$ cat config.mk
export PLATFORM = sky130hd
export DESIGN_NAME = s27_bist_ctrl
export DESIGN_NICKNAME = d
export VERILOG_FILES = /design/src/rtl/s27_bist_ctrl.sv
export SDC_FILE = /design/constraint.sdc
export NUM_CORES = 1
export LEC_CHECK = 0
export CELL_PAD_IN_SITES_DETAIL_PLACEMENT = 1
export CELL_PAD_IN_SITES_GLOBAL_PLACEMENT = 2
export CORE_MARGIN = 1.5
export CORE_UTILIZATION = 30
export CTS_BUF_LIST = sky130_fd_sc_hd__clkbuf_4
export DETAILED_ROUTE_END_ITERATION = 10
export PLACE_DENSITY_LB_ADDON = 0.1
export SYNTH_ARGS = -nofsm -noshare
export SYNTH_HDL_FRONTEND = slang
export SYNTH_SLANG_ARGS = --single-unit
$ cat constraint.sdc
create_clock -name clock -period 2.2 [get_ports clock]
set_input_delay 0.44 -clock clock [delete_from_list [all_inputs] [get_ports clock]]
set_output_delay 0.44 -clock clock [all_outputs]
set_load 0.03 [all_outputs]
$ cat src/rtl/s27_bist_ctrl.sv
// BIST controller for the s27 core: LFSR pattern source on a..d, 16-bit MISR on f.
// Optional flush phase and sig export are enabled by defining S27_BIST_FLUSH_EN.
module s27_bist_ctrl #(
    parameter int           NUM_PATTERNS = 64,
    parameter logic [7:0]   LFSR_SEED    = 8'h01,
    parameter logic [15:0]  GOLDEN_SIG   = 16'h0000
`ifdef S27_BIST_FLUSH_EN
    ,
    parameter int           FLUSH_CYCLES = 2
`endif
) (
    input  logic        clock,
    input  logic        reset_n,
    input  logic        start,
    input  logic        f,
    output logic        a,
    output logic        b,
    output logic        c,
    output logic        d,
    output logic        busy,
    output logic        done,
    output logic        pass
`ifdef S27_BIST_FLUSH_EN
    ,
    output logic [15:0] sig
`endif
);

    typedef enum logic [2:0] {
        S_IDLE,
        S_FLUSH,
        S_RUN,
        S_TAIL,
        S_DONE
    } state_e;

    localparam logic [7:0] RUN_LAST   = 8'(NUM_PATTERNS - 1);
`ifdef S27_BIST_FLUSH_EN
    localparam logic [7:0] FLUSH_LAST = 8'(FLUSH_CYCLES - 1);
    // Forces s27 state to a known value in one cycle, whatever it powered up in.
    localparam logic [3:0] FLUSH_PAT  = 4'b1110;
`endif

    state_e      state_q, state_d;
    logic [7:0]  lfsr_q, lfsr_d;
    logic [15:0] misr_q, misr_d;
    logic [7:0]  cnt_q, cnt_d;
    logic [3:0]  pat_q, pat_d;
    logic [7:0]  lfsr_nxt;
    logic        capture;

    assign lfsr_nxt = {lfsr_q[6:0], lfsr_q[7] ^ lfsr_q[5] ^ lfsr_q[4] ^ lfsr_q[3]};

    always_ff @(posedge clock or negedge reset_n) begin
        if (!reset_n) begin
            state_q <= S_IDLE;
            lfsr_q  <= LFSR_SEED;
            misr_q  <= 16'h0000;
            cnt_q   <= 8'd0;
            pat_q   <= 4'b0000;
        end else begin
            state_q <= state_d;
            lfsr_q  <= lfsr_d;
            misr_q  <= misr_d;
            cnt_q   <= cnt_d;
            pat_q   <= pat_d;
        end
    end

    always_comb begin
        state_d = state_q;
        lfsr_d  = lfsr_q;
        misr_d  = misr_q;
        cnt_d   = cnt_q;
        pat_d   = pat_q;
        capture = 1'b0;

        case (state_q)
            S_IDLE, S_DONE: begin
                if (start) begin
                    lfsr_d = LFSR_SEED;
                    misr_d = 16'h0000;
                    cnt_d  = 8'd0;
`ifdef S27_BIST_FLUSH_EN
                    state_d = S_FLUSH;
                    pat_d   = FLUSH_PAT;
`else
                    state_d = S_RUN;
                    pat_d   = LFSR_SEED[3:0];
`endif
                end
            end
`ifdef S27_BIST_FLUSH_EN
            S_FLUSH: begin
                if (cnt_q == FLUSH_LAST) begin
                    state_d = S_RUN;
                    cnt_d   = 8'd0;
                    pat_d   = lfsr_q[3:0];
                end else begin
                    cnt_d = cnt_q + 8'd1;
                end
            end
`endif
            S_RUN: begin
                lfsr_d = lfsr_nxt;
                cnt_d  = cnt_q + 8'd1;
                // The first RUN cycle has no response of its own yet to capture.
                capture = (cnt_q != 8'd0);
                if (cnt_q == RUN_LAST) begin
                    state_d = S_TAIL;
                end else begin
                    pat_d = lfsr_nxt[3:0];
                end
            end
            S_TAIL: begin
                capture = 1'b1;
                state_d = S_DONE;
            end
            default: state_d = S_IDLE;
        endcase

        if (capture) begin
            misr_d = {misr_q[14:0], 1'b0} ^ (misr_q[15] ? 16'h1021 : 16'h0000) ^ {15'b0, f};
        end
    end

    assign {a, b, c, d} = pat_q;
    assign busy = (state_q == S_FLUSH) || (state_q == S_RUN) || (state_q == S_TAIL);
    assign done = (state_q == S_DONE);
    assign pass = done && (misr_q == GOLDEN_SIG);
`ifdef S27_BIST_FLUSH_EN
    assign sig  = misr_q;
`endif

endmodule

==> Yosys cells after proc, flatten, opt, wreduce, memory -nomap -nowiden <==
Index checks and enable logic that the tools add are counted.
W data, S select, Z words.
{ "op_classes": {"n_addsub": 1, "eq_ne": 8, "mux": 15, "n_bitwise": 5, "n_reduce_logical": 14} }
{ "op_table": {"columns": ["operator", "n"], "rows": [
  ["$mux W16", 3],
  ["$pmux W8 S2", 2],
  ["$logic_not A16 Y1", 1],
  ["$mux W8", 2],
  ["$xor A16 B1 Y16", 1],
  ["$xor A16 B13 Y16", 1],
  ["$mux W13", 1],
  ["$pmux W3 S3", 1],
  ["$add A8 B1 Y8 const B", 1],
  ["$eq A8 B6 Y1 const B", 1],
  ["$mux W4", 2],
  ["$pmux W4 S2", 1],
  ["$reduce_bool A8 Y1", 1],
  ["$eq A3 B2 Y1 const B", 2],
  ["$mux W3", 2],
  ["$ne A2 B2 Y1 const B", 3],
  ["$reduce_and A2 Y1", 3],
  ["$reduce_bool A2 Y1", 3],
  ["$eq A3 B1 Y1 const B", 1],
  ["$eq A3 B3 Y1 const B", 1],
  ["$logic_not A3 Y1", 1],
  ["$reduce_and A3 Y1", 1],
  ["$xor A1 B1 Y1", 3],
  ["$logic_or A1 B1 Y1", 2],
  ["other kinds (3)", 3]
]} }
{ "word_totals": {"regBits": 39, "inputBits": 4, "out_inout_bits": 7, "word_cells": 48} }

==> Depth between registers and ports, before layout <==
Gate-level depths: netlist of the first run.
{ "logic_depth": {"depth_word": 5, "depth_mapped": 7, "mapped_depth_nobuf": 5} }

==> Least setup slack after synthesis of the first run <==
No wires, ideal clock.
{ "synth_timing": {"path_kind": "register to output", "from": "reg misr_q[13]", "to": "out pass", "arrival_time_ns": 1.854, "required_ns": 1.760, "path_slack_ns": -0.094, "path_stages_with_launch": 3, "path_buffers": 0, "cell_sequence": "dfrtp_1 or4_1 nor4_1"} }
{ "synth_via": {"elab_chain_len": 2} }
{ "synth_lines": {"columns": ["item", "line", "rtl"], "rows": [
  ["start, declared", "46", "logic [15:0] misr_q, misr_d;"],
  ["start signal, assigned", "64", "misr_q <= misr_d;"],
  ["$logic_not A16 Y1", "130", "assign pass = done && (misr_q == GOLDEN_SIG);"],
  ["$logic_and A1 B1 Y1", "130", null],
  ["end, declared", "22", "output logic pass"]
]} }
Every way passes these cells.

==> Worst setup path after layout of the first run <==
{ "layout_timing": {"from": "reg misr_q[3]", "to": "out pass"} }
Same word-level chain as after synthesis.

==> impl_summary.log, run 1 <==
INFO  metric post_synth_instance_area = 1863 sq um
INFO  metric num_antenna_cells = 0
INFO  metric critical_path_arrival = 1.75 ns
INFO  metric cp-start-kind = register
INFO  metric ys_seq_elements = 39
INFO  metric count_of_endpoints_failing_hold_in_the_final_timing_report = 0
INFO  metric vias_per_cell = 5.085
INFO  metric global_route.usage.total = 14.48%
INFO  metric finish.net_count = 188
INFO  metric num_io_pins = 11
INFO  metric die-width = 81.81 um
INFO  metric max_slew.worst_pin.slew = 0.5593 ns
INFO  metric syn_nets = 171
INFO  metric yosys-top-cells-area = sky130_fd_sc_hd__dfrtp_1 (51%), sky130_fd_sc_hd__mux2i_1 (7.5%), sky130_fd_sc_hd__a22o_1 (3.8%)
INFO  metric path_class_of_the_lowest_slack_min_delay_path = primary input to asynchronous set/reset pin
INFO  metric drt_first_iter_violations = 42
INFO  metric ctsLongestPathBuffers = 2
INFO  metric detailroute.via_count = 1312
INFO  metric final_min_period_over_clock_period = 99.46%
INFO  metric postRouteWirelength = 4.238 mm
INFO  metric io_buffer_count = 10
INFO  metric dominantRegCellSynth = sky130_fd_sc_hd__dfrtp_1
INFO  metric floorplan.die.height = 81.81 um
INFO  metric detailedPlace.worstSlack = 0.2237 ns
INFO  metric period_minus_ws_final = 2.188 ns
INFO  metric path_delay_family = simple AND/OR/NAND/NOR gates
INFO  metric core_area = 5956 sq um
INFO  metric remaining_drc_errors = 0
INFO  metric clock_tree.root_cell = sky130_fd_sc_hd__clkbuf_4
INFO  metric globalplace.congestion = 0.7166
INFO  metric fin_ws = 0.01191 ns
INFO  metric setup-violations-final = 0
INFO  metric worstSetupPathType = register to output port
INFO  metric crit_path_top_delay_cell = sky130_fd_sc_hd__or4_4
INFO  metric synth_enable_flop_cells = 0
INFO  metric seq_area_frac_synth = 52.45%
INFO  metric timing.critical_path.required = 1.76 ns
INFO  metric path_cells = or4_4 -> nor4_4 -> buf_6
INFO  metric power.static_leakage = 0.0009915 uW
INFO  metric critical_path.n_buffers_inverters = 1
INFO  metric insertion_delay = 0.34 ns
INFO  metric worstPathMaxFanout = 2
INFO  metric synth_async_sr_flop_share = 100.0%
INFO  metric cts_sinks = 39
INFO  metric status = finished, final reports clean
INFO  metric timing.critical_path.depth = 3
INFO  metric routedWlPerCell = 16.43 um
INFO  metric synth_top_cell_area_share = 51.04%
INFO  metric timing.slew.headroom = 62.58%
INFO  metric worst_clock_skew = 0.007526 ns
INFO  metric die-area = 6692 sq um
INFO  metric placement.cell_area = 2062 sq um
INFO  metric r2r_cells = 6
INFO  metric synth_cell_types = 44
INFO  metric postRouteAntennaNets = 0
INFO  metric synthesis.yosys.warnings = 0
INFO  metric fillers = 676
INFO  metric cts_tree = yes
INFO  metric timing.fmax = 457.0 MHz
INFO  metric row_count = 28
INFO  metric layout.area.seq = 977.2 sq um
INFO  metric first_global_vias = 1469
INFO  metric grt_first_pass_wirelength = 7.286 mm
INFO  metric cts_buffers = 5
INFO  metric drive_gt1_share = 15.30%
INFO  metric synthesized_netlist_cell_count = 165
INFO  metric critical_path.endpoint_type = output port
INFO  metric max_stage_delay = 0.55 ns
INFO  metric rsz_0062_raised_after_global_routing = yes
INFO  metric floorplan.initialDensity = 31.28%
INFO  metric globalRoute.totalOverflow = 0
INFO  metric cap_viol_max_count = 0
INFO  metric path_clk_slew = 0.12 ns
INFO  metric cts.htree.levels = 2
INFO  metric finish.instance_area = 2160 sq um
INFO  metric maximum_number_of_pins_on_one_net_before_global_route_repair = 22
INFO  metric final.setup.tns = 0 ns
INFO  metric netlist.top_cell.by_area = sky130_fd_sc_hd__dfrtp_1
INFO  metric irDropWorstVdd = 0.8042 mV
INFO  metric drt_first_pass_iters = 4
INFO  metric synthesis.area_per_instance = 11.29 sq um
INFO  metric post_cts_hold_fix_bufs = 0
INFO  metric drv_slew = 0
INFO  metric grt_antenna_before_repair = 0
INFO  metric area_of_the_multi_input_gates = 804.5 sq um
INFO  metric cellPowerDensity = 1579 nW/um^2
INFO  metric post-dp-hpwl = 2.905 mm
INFO  metric area_growth_syn_to_layout = 15.92%
==> flip-flops by register name (all words and copies together) (netlist names) <==
signal	cells
pat_q	4
state_q	3
lfsr_q	8
cnt_q	8
misr_q	16
==> final cells by class <==
cell class                 instances  share of cell area (%)
clock inverter                     1                  0.2317
multi-input combinational        104                   37.25
tap                               75                   4.345
sequential                        39                   45.25
clock buffer                       7                   2.433
inverter                          13                   2.260
timing repair buffer              19                   8.227
==> cells in the final DEF, fill, tap and decap left out, types with 2 or more instances in the layout <==
master,instances
sky130_fd_sc_hd__dfrtp_1,38
sky130_fd_sc_hd__nand2_1,18
sky130_fd_sc_hd__mux2i_1,14
sky130_fd_sc_hd__inv_1,12
sky130_fd_sc_hd__nor2_1,9
sky130_fd_sc_hd__a22o_1,8
sky130_fd_sc_hd__buf_4,8
sky130_fd_sc_hd__clkbuf_4,7
sky130_fd_sc_hd__mux2_1,6
sky130_fd_sc_hd__xnor2_1,6
sky130_fd_sc_hd__clkdlybuf4s50_1,6
sky130_fd_sc_hd__nor4_1,3
sky130_fd_sc_hd__and4_1,3
sky130_fd_sc_hd__a221o_1,3
sky130_fd_sc_hd__o21ai_1,3
sky130_fd_sc_hd__nor4_4,2
sky130_fd_sc_hd__or3b_1,2
sky130_fd_sc_hd__nor3b_2,2
sky130_fd_sc_hd__and3_1,2
sky130_fd_sc_hd__ha_1,2
==> repair_timing <==
action | in CTS | in global routing
resized for setup | 1 | 4
endpoints found under the setup margin | 2 | 2
buffers inserted | 1 | 2
pin swaps | 1 | 2
hold endpoints to repair | 0 | 0
==> layer usage <==
metal	track usage [%]	routed length [um]
met1	18.98	2036
met3	2.778	99
met5	0	0
met4	5.085	67
met2	23.77	2034
==> report_power, final <==
part / internal [uW] / switching, uW / total, uW / leakage, uW
clock network: 150 / 239 / 389 / 0.0000361
logic: 801 / 831 / 1630 / 0.000485
registers: 1080 / 306 / 1390 / 0.000470
total: 2030 / 1380 / 3410 / 0.000991
==> worst paths after layout <==
kind / endpoint / from / slack (ns)
min in group clock: cnt_q[7]$_DFFE_PN0P_ / cnt_q[7]$_DFFE_PN0P_ / 0.52
setup / recovery: pass / misr_q[3]$_DFFE_PN0P_ / 0.01
max in group asynchronous: lfsr_q[0]$_DFFE_PN1P_ / reset_n / 1.57
hold / removal: cnt_q[3]$_DFFE_PN0P_ / reset_n / 0.03
setup reg to reg: misr_q[8]$_DFFE_PN0P_ / cnt_q[0]$_DFFE_PN0P_ / 0.34
hold reg to reg: cnt_q[7]$_DFFE_PN0P_ / cnt_q[7]$_DFFE_PN0P_ / 0.52
==> worst reg2reg max path: stages (launching register included) <==
cell	delay (ns)
sky130_fd_sc_hd__dfrtp_1	0.42
sky130_fd_sc_hd__inv_1	0.11
sky130_fd_sc_hd__ha_1	0.16
sky130_fd_sc_hd__nor4b_1	0.31
sky130_fd_sc_hd__a211o_1	0.23
sky130_fd_sc_hd__buf_12	0.17
sky130_fd_sc_hd__mux2_1	0.35
==> synthesized netlist by cell type, types with 3 or more instances <==
cell type	instances
sky130_fd_sc_hd__dfrtp_1	38
sky130_fd_sc_hd__nand2_1	18
sky130_fd_sc_hd__mux2i_1	14
sky130_fd_sc_hd__inv_1	12
sky130_fd_sc_hd__nor2_1	9
sky130_fd_sc_hd__a22o_1	8
sky130_fd_sc_hd__mux2_1	6
sky130_fd_sc_hd__xnor2_1	6
sky130_fd_sc_hd__nor4_1	4
sky130_fd_sc_hd__a221o_1	3
sky130_fd_sc_hd__and4_1	3
sky130_fd_sc_hd__buf_2	3
sky130_fd_sc_hd__clkbuf_1	3
sky130_fd_sc_hd__o21ai_1	3
==> cell families after synthesis <==
group	synth area share, %
multiplexers	11.15
flip-flops	52.45
adder cells (fa/ha/maj)	1.343
AO/OA/AOI/OAI	9.805
XOR/XNOR	2.821
AND/OR/NAND/NOR	16.79
buffers and inverters	5.641
==> per-stage QoR <==
stage | hold WS (ns) | utilization, % | instances | power, uW
finish | 0.02671 | 36.26 | 258 | 3409
global route | 0.04118 | 36.26 | 258 | 3714
CTS | 0.02958 | 35.69 | 256 | 3433
detailed placement | 0.4269 | 34.62 | 247 | 3016
global placement | 0.4252 | 34.62 | 247 | 2943
floorplan | 0.1444 | - | 165 | 2541
Power figures use the tool's default switching activity.
==> inputs of run 2 (changes only) <==
--- a/config.mk
+++ b/config.mk
@@ -10,6 +10,7 @@
 export CORE_MARGIN = 1.5
 export CORE_UTILIZATION = 30
 export CTS_BUF_LIST = sky130_fd_sc_hd__clkbuf_4
+export CTS_CLUSTER_SIZE = 20
 export DETAILED_ROUTE_END_ITERATION = 10
 export PLACE_DENSITY_LB_ADDON = 0.1
 export SYNTH_ARGS = -nofsm -noshare
==> results of run 2 <==
The final DEF is identical to that of run 1; final timing and power are the same.
